--- src/rtl/spi_io_expander_pkg.sv ---
// spi_io_expander_pkg: register map regions, command layout and frame states
package spi_io_expander_pkg;
    localparam logic [2:0] REG_OUT   = 3'h0;
    localparam logic [2:0] REG_DIR   = 3'h1;
    localparam logic [2:0] REG_IN    = 3'h2;
    localparam logic [2:0] REG_IMASK = 3'h3;
    localparam logic [2:0] REG_ISTAT = 3'h4;
    localparam int RW_BIT = 7;
    typedef enum logic [1:0] {IDLE, CMD, DATA} state_t;
endpackage

--- src/rtl/spi_io_expander_if.sv ---
// spi_io_expander_if: SPI pin bundle between a bus master and the expander
interface spi_io_expander_if;
    logic ss;
    logic sclk;
    logic mosi;
    logic miso;
    logic miso_oe;
    modport master (output ss, sclk, mosi, input miso, miso_oe);
    modport slave (input ss, sclk, mosi, output miso, miso_oe);
endinterface

--- src/rtl/spi_io_expander_frontend.sv ---
// spi_frontend: oversampled SPI pins, sclk edge detect and byte-wide rx/tx shifting
module spi_frontend #(
    parameter int CPOL = 0,
    parameter int CPHA = 0,
    parameter int SYNC_STAGES = 2
) (
    input  logic       clk,
    input  logic       rst,
    input  logic       ss,
    input  logic       sclk,
    input  logic       mosi,
    input  logic       tx_load,
    input  logic [7:0] tx_byte,
    output logic       miso,
    output logic       active,
    output logic       byte_valid,
    output logic [7:0] byte_data
);
    logic [SYNC_STAGES-1:0] ss_sync, sclk_sync, mosi_sync;
    logic sclk_prev, armed, lead, trail, sample, shift;
    logic [2:0] cnt;
    logic [6:0] rx;
    logic [7:0] tx;

    // armed stays low until ss is seen high, so a frame cut by reset is never resumed
    assign active = armed & ~ss_sync[SYNC_STAGES-1];
    assign lead = sclk_sync[SYNC_STAGES-1] != sclk_prev && sclk_sync[SYNC_STAGES-1] != 1'(CPOL);
    assign trail = sclk_sync[SYNC_STAGES-1] != sclk_prev && sclk_sync[SYNC_STAGES-1] == 1'(CPOL);
    assign sample = CPHA != 0 ? trail : lead;
    assign shift = CPHA != 0 ? lead : trail;
    assign byte_data = {rx, mosi_sync[SYNC_STAGES-1]};
    assign byte_valid = active && sample && cnt == 3'd7;

    always_ff @(posedge clk or negedge rst) begin
        if (!rst) begin
            ss_sync <= '0;
            sclk_sync <= {SYNC_STAGES{1'(CPOL)}};
            mosi_sync <= '0;
            sclk_prev <= 1'(CPOL);
            armed <= 1'b0;
            cnt <= '0;
            rx <= '0;
            tx <= '0;
            miso <= 1'b0;
        end else begin
            ss_sync <= {ss_sync[SYNC_STAGES-2:0], ss};
            sclk_sync <= {sclk_sync[SYNC_STAGES-2:0], sclk};
            mosi_sync <= {mosi_sync[SYNC_STAGES-2:0], mosi};
            sclk_prev <= sclk_sync[SYNC_STAGES-1];
            armed <= armed | ss_sync[SYNC_STAGES-1];
            if (!active) begin
                cnt <= '0;
                rx <= '0;
                tx <= '0;
                miso <= 1'b0;
            end else begin
                if (sample) begin
                    rx <= byte_data[6:0];
                    cnt <= cnt + 3'd1;
                end
                if (tx_load)
                    tx <= tx_byte;
                else if (shift)
                    {miso, tx} <= {tx, 1'b0};
            end
        end
    end
endmodule

--- src/rtl/spi_io_expander.sv ---
// spi_io_expander: SPI-slave GPIO expander with per-pin direction and masked pin-change irq
module spi_io_expander
    import spi_io_expander_pkg::*;
#(
    parameter int WIDTH = 8,
    parameter int CPOL = 0,
    parameter int CPHA = 0,
    parameter int SYNC_STAGES = 2
) (
    input  logic             clk,
    input  logic             rst,
    spi_io_expander_if.slave spi,
    input  logic [WIDTH-1:0] gpio_in,
    output logic [WIDTH-1:0] gpio_out,
    output logic [WIDTH-1:0] gpio_oe,
    output logic             irq
);
    localparam int NB = WIDTH / 8;

    state_t state_q, state_d;
    logic active, byte_valid, tx_load, rw_q, we;
    logic [7:0] byte_data, tx_byte;
    logic [6:0] addr_q, rd_addr;
    logic [SYNC_STAGES-1:0][WIDTH-1:0] in_sync;
    logic [WIDTH-1:0] out_q, dir_q, imask_q, istat_q, in_prev, bmask, wbits, rd_word;

    spi_frontend #(.CPOL(CPOL), .CPHA(CPHA), .SYNC_STAGES(SYNC_STAGES)) u_frontend (
        .clk(clk),
        .rst(rst),
        .ss(spi.ss),
        .sclk(spi.sclk),
        .mosi(spi.mosi),
        .tx_load(tx_load),
        .tx_byte(tx_byte),
        .miso(spi.miso),
        .active(active),
        .byte_valid(byte_valid),
        .byte_data(byte_data)
    );

    assign spi.miso_oe = active;
    assign gpio_out = out_q;
    assign gpio_oe = dir_q;

    always_comb begin
        state_d = !active ? IDLE : state_q == IDLE ? CMD : state_q == CMD && byte_valid ? DATA : state_q;
        we = state_q == DATA && byte_valid && rw_q;
        tx_load = byte_valid && state_q != IDLE;
        // the next byte out is fetched while the current one completes
        rd_addr = state_q == CMD ? byte_data[6:0] : addr_q + 7'd1;
        for (int b = 0; b < NB; b++)
            bmask[8*b +: 8] = {8{addr_q[3:0] == 4'(b)}};
        wbits = {NB{byte_data}} & bmask;
        rd_word = rd_addr[6:4] == REG_OUT ? out_q :
                  rd_addr[6:4] == REG_DIR ? dir_q :
                  rd_addr[6:4] == REG_IN ? in_sync[SYNC_STAGES-1] :
                  rd_addr[6:4] == REG_IMASK ? imask_q :
                  rd_addr[6:4] == REG_ISTAT ? istat_q : '0;
        tx_byte = rd_addr[3:0] < 4'(NB) ? 8'(rd_word >> {rd_addr[3:0], 3'b000}) : 8'h00;
    end

    always_ff @(posedge clk or negedge rst) begin
        if (!rst) begin
            state_q <= IDLE;
            rw_q <= 1'b0;
            addr_q <= '0;
            out_q <= '0;
            dir_q <= '0;
            imask_q <= '0;
            istat_q <= '0;
            in_sync <= '0;
            in_prev <= '0;
            irq <= 1'b0;
        end else begin
            state_q <= state_d;
            in_sync <= {in_sync[SYNC_STAGES-2:0], gpio_in};
            in_prev <= in_sync[SYNC_STAGES-1];
            if (state_q == CMD && byte_valid) begin
                rw_q <= byte_data[RW_BIT];
                addr_q <= byte_data[6:0];
            end
            if (state_q == DATA && byte_valid)
                addr_q <= addr_q + 7'd1;
            out_q <= we && addr_q[6:4] == REG_OUT ? (out_q & ~bmask) | wbits : out_q;
            dir_q <= we && addr_q[6:4] == REG_DIR ? (dir_q & ~bmask) | wbits : dir_q;
            imask_q <= we && addr_q[6:4] == REG_IMASK ? (imask_q & ~bmask) | wbits : imask_q;
            // set is ORed in after the clear so a coincident pin change wins
            istat_q <= (istat_q & ~(we && addr_q[6:4] == REG_ISTAT ? wbits : '0)) | (in_sync[SYNC_STAGES-1] ^ in_prev);
            irq <= |(istat_q & imask_q);
        end
    end
endmodule

--- src/flat_wrapper.sv ---
// flat-port wrapper written by rule: the top's interface ports become plain ports
module spi_io_expander_flat import spi_io_expander_pkg::*;
#(
    parameter int WIDTH = 8,
    parameter int CPOL = 0,
    parameter int CPHA = 0,
    parameter int SYNC_STAGES = 2
)
  (clk, rst, gpio_in, gpio_out, gpio_oe, irq, spi_ss, spi_sclk, spi_mosi, spi_miso, spi_miso_oe);
  spi_io_expander_if spi_i ();
  input  logic clk;
  input  logic rst;
  input  logic [WIDTH-1:0] gpio_in;
  output logic [WIDTH-1:0] gpio_out;
  output logic [WIDTH-1:0] gpio_oe;
  output logic irq;
  input wire logic [$bits(spi_i.ss)-1:0] spi_ss;
  input wire logic [$bits(spi_i.sclk)-1:0] spi_sclk;
  input wire logic [$bits(spi_i.mosi)-1:0] spi_mosi;
  output wire logic [$bits(spi_i.miso)-1:0] spi_miso;
  output wire logic [$bits(spi_i.miso_oe)-1:0] spi_miso_oe;
  assign spi_i.ss = spi_ss;
  assign spi_i.sclk = spi_sclk;
  assign spi_i.mosi = spi_mosi;
  assign spi_miso = spi_i.miso;
  assign spi_miso_oe = spi_i.miso_oe;
  spi_io_expander #(.WIDTH(WIDTH), .CPOL(CPOL), .CPHA(CPHA), .SYNC_STAGES(SYNC_STAGES)) u_core (.clk(clk), .rst(rst), .spi(spi_i), .gpio_in(gpio_in), .gpio_out(gpio_out), .gpio_oe(gpio_oe), .irq(irq));
endmodule
--- config.mk ---
export PLATFORM = sky130hd
export DESIGN_NAME = spi_io_expander_flat
export DESIGN_NICKNAME = d
export VERILOG_FILES = /design/src/rtl/spi_io_expander_pkg.sv /design/src/rtl/spi_io_expander_if.sv /design/src/rtl/spi_io_expander_frontend.sv /design/src/rtl/spi_io_expander.sv /design/src/flat_wrapper.sv
export SDC_FILE = /design/constraint.sdc
export NUM_CORES = 1
export LEC_CHECK = 0
export CAP_MARGIN = 20
export CORE_ASPECT_RATIO = 1.4
export CORE_MARGIN = 1
export CORE_UTILIZATION = 40
export DETAILED_ROUTE_END_ITERATION = 8
export MAX_ROUTING_LAYER = met4
export PLACE_DENSITY = 0.62
export SYNTH_ARGS = -nofsm -noshare
export SYNTH_HDL_FRONTEND = slang
export SYNTH_SLANG_ARGS = --single-unit
export TNS_END_PERCENT = 5
--- constraint.sdc ---
create_clock -name clk -period 4.95 [get_ports clk]
set_input_delay 0.99 -clock clk [delete_from_list [all_inputs] [get_ports clk]]
set_output_delay 0.99 -clock clk [all_outputs]
set_load 0.02 [all_outputs]
==> flow_metrics.env <==
export IMPL_wire_per_inst_um=17.7
export IMPL_synth_flop_cell="dfrtp_1"
export IMPL_end_kind="register"
export IMPL_power_density_nw_per_um2=341
export IMPL_crit_start="u_core.addr_q[4]"
export IMPL_r2r_slack_ps=2000
export IMPL_use_met2_pct=33.8
export IMPL_period_minus_slack_ps=2950
export IMPL_async_reset_ff_share_pct=100
export IMPL_routabilityCongestion=0.902
export IMPL_rsz0062_at_grt="no"
export IMPL_start_kind="register"
export IMPL_finClkSkew_ps=9.88
export IMPL_ys_seq_elements=94
export IMPL_die_area_um2=11000
export IMPL_grt_pass1_vias=3042
export IMPL_synth_seq_area_share_pct=55.8
export IMPL_nets=424
export IMPL_required_ps=5140
export IMPL_die_x_um=88.8
export IMPL_maxSlewHeadroom_pct=38.1
export IMPL_syn_area_um2=4220
export IMPL_path_max_fanout=11
export IMPL_min_path_type="register to register"
export IMPL_instances_no_fill=550
export IMPL_grt_busiest_layer="met2"
export IMPL_setup_tns_final_ps=0
export IMPL_post_cts_buffers=0
export IMPL_grt_pass1_wl_mm=16.0
export IMPL_leakagePower_nw=2.11
export IMPL_cts_resized_gates=0
export IMPL_vias=3012
export IMPL_finalMaxSlewViolations=0
export IMPL_ant_nets=0
export IMPL_fin_crit_sh_pct=59.5
export IMPL_reg2reg_depth=6
export IMPL_drc=0
export IMPL_synth_top_area_cell="dfrtp_1"
export IMPL_multi_input_area_um2=1700
export IMPL_endpoint="u_core.u_frontend.tx[0]"
export IMPL_grt_overflow=0
export IMPL_synth_edff_count=0
export IMPL_coreArea_um2=10300
export IMPL_rows=44
export IMPL_synth_cell_types=52
export IMPL_use_met1_pct=24.2
export IMPL_ir_worst_vdd_v=0.000244
export IMPL_r2r_end="u_core.u_frontend.tx[0]"
export IMPL_grt_max_degree=56
export IMPL_start_util_pct=41.0
export IMPL_area_delta_synth_final_pct=17.9
export IMPL_arrival_ps=3140
export IMPL_fp_dieH_um=123
export IMPL_seq_area_um2=2350
export IMPL_crit_path_cell_trace="nand3_1 -> or3_1 -> a41oi_1 -> o21ai_0 -> a2111oi_0 -> o31ai_1"
export IMPL_use_met3_pct=3.40
export IMPL_tightest_slew_ps=922
export IMPL_drt_wl_total_mm=9.72
export IMPL_cts_tree="done"
export IMPL_num_fill_cells=960
export IMPL_syn_inst=385
export IMPL_status="complete, no violations"
export IMPL_insertion_delay_ps=340
export IMPL_cp_slowest_cell="a2111oi_0"
export IMPL_first_pass_iters=4
export IMPL_cts_root_buf="clkbuf_16"
export IMPL_critPathKind="register to register"
export IMPL_htreeDepth=3
export IMPL_fmax_mhz=339
export IMPL_ios=32
export IMPL_numClockSinks=94
export IMPL_dp_hpwl_mm=6.74
export IMPL_ctsHoldBuffers=0
export IMPL_synth_area_leaders="dfrtp_1, mux2_2, nand2_1, o21ai_0, nor2_1"
export IMPL_final_setup_viol_count=0
export IMPL_synthesis_nets=402
export IMPL_cts_path_max_buffers=2
export IMPL_path_clk_slew_ps=70
export IMPL_drt_initial_drc_count=178
export IMPL_viasPerCell=5.48
export IMPL_dp_cells=534
export IMPL_r2r_start="u_core.addr_q[4]"
export IMPL_antenna_found_initial=0
export IMPL_drv_cap=0
export IMPL_layout_drive_gt1_share_pct=11.9
export IMPL_slowest_delay_ps=690
export IMPL_cts_buffers=9
export IMPL_n_antenna_cell=0
export IMPL_avgSynthCellArea_um2=11.0
export IMPL_synth_top_area_share_pct=55.8
export IMPL_finalHoldViolCount=0
export IMPL_io_buffers=31
export IMPL_ys_warn_count=0
export IMPL_grt_total_usage_pct=20.6
## where the power goes
part | switching (mW) | internal, mW
combinational | 0.0379 | 0.0229
sequential | 0.0117 | 0.783
clock | 0.294 | 0.547
## area by class of cell
type,count,area share [%]
Multi-Input combinational cell,254,34.2
Timing Repair Buffer,33,6.49
Clock inverter,7,2.87
Inverter,15,1.13
Clock buffer,9,4.53
Tap cell,138,3.47
Sequential cell,94,47.3
## metal layers
| metal | share of wire [%] | wire [µm] |
|---|---|---|
| met3 | 3.3 | 324 |
| met1 | 42 | 4050 |
| met5 | 0 | 0 |
| met2 | 52 | 5000 |
| met4 | 3.5 | 340 |
## synth_stat cells (9+ instances only)
master	count
xor2_1	9
dfrtp_1	94
nor2_1	21
mux2_2	19
nand2_1	53
a22oi_1	10
a21o_1	9
a21oi_1	15
o21ai_0	17
and2_1	9
clkbuf_1	9
inv_1	14
## worst max-delay path: cells and delay by family, from the launching register on
kind	cells	cell delay, ps
simple gates	2	660
flops	1	610
compound gates	4	1530
## through the flow
step | instance area (µm²) | power [mW] | worst slack [ps] | util, % | hold slack, ps
final | 4970 | 1.70 | 2000 | 48.3 | 345
after global routing | 4970 | 1.76 | 1730 | 48.3 | 355
after CTS | 4970 | 1.71 | 2020 | 48.3 | 349
after global placement | 4600 | 0.870 | 1990 | 44.7 | 332
after detailed placement | 4600 | 0.871 | 2030 | 44.7 | 335
after floorplan | 4220 | 0.835 | 2600 | - | 331
## placed cells by master, fill, tap and decap left out, drive strengths merged, types with 5 or more instances in the layout
cell type | synthesis | layout
inv | 15 | 17
and2 | 9 | 9
a21oi | 15 | 15
clkbuf | 10 | 9
a21o | 9 | 9
dfrtp | 94 | 94
a2111oi | 8 | 8
mux2 | 23 | 23
xor2 | 9 | 9
nand2 | 53 | 53
a22oi | 10 | 10
o21ai | 17 | 17
clkdlybuf4s50 | 0 | 30
nand4 | 5 | 5
nor3 | 8 | 8
o21a | 8 | 8
nor2 | 21 | 21
o31ai | 7 | 7
## cell families after synthesis
kind of cell | count (synthesis) | share of synthesized area, %
multiplexers | 25 | 6.88
AND/OR/NAND/NOR | 121 | 14.8
AO/OA/AOI/OAI | 92 | 15.0
buffers and inverters | 37 | 3.89
adder cells (fa/ha/maj) | 4 | 1.19
XOR/XNOR | 12 | 2.49
flip-flops | 94 | 55.8
## worst min-delay path by stage
stage / from / endpoint / slack, ps / cells past startpoint
floorplan: u_core.in_sync[2] / u_core.in_sync[10] / 330 / 0
global placement: u_core.in_sync[1] / u_core.in_sync[9] / 330 / 0
detailed placement: u_core.in_sync[1] / u_core.in_sync[9] / 330 / 0
CTS: u_core.in_sync[6] / u_core.in_sync[14] / 350 / 0
global route: u_core.u_frontend.ss_sync[0] / u_core.u_frontend.ss_sync[1] / 350 / 0
finish: u_core.in_sync[6] / u_core.in_sync[14] / 340 / 0
(Power assumes the default switching activity.)
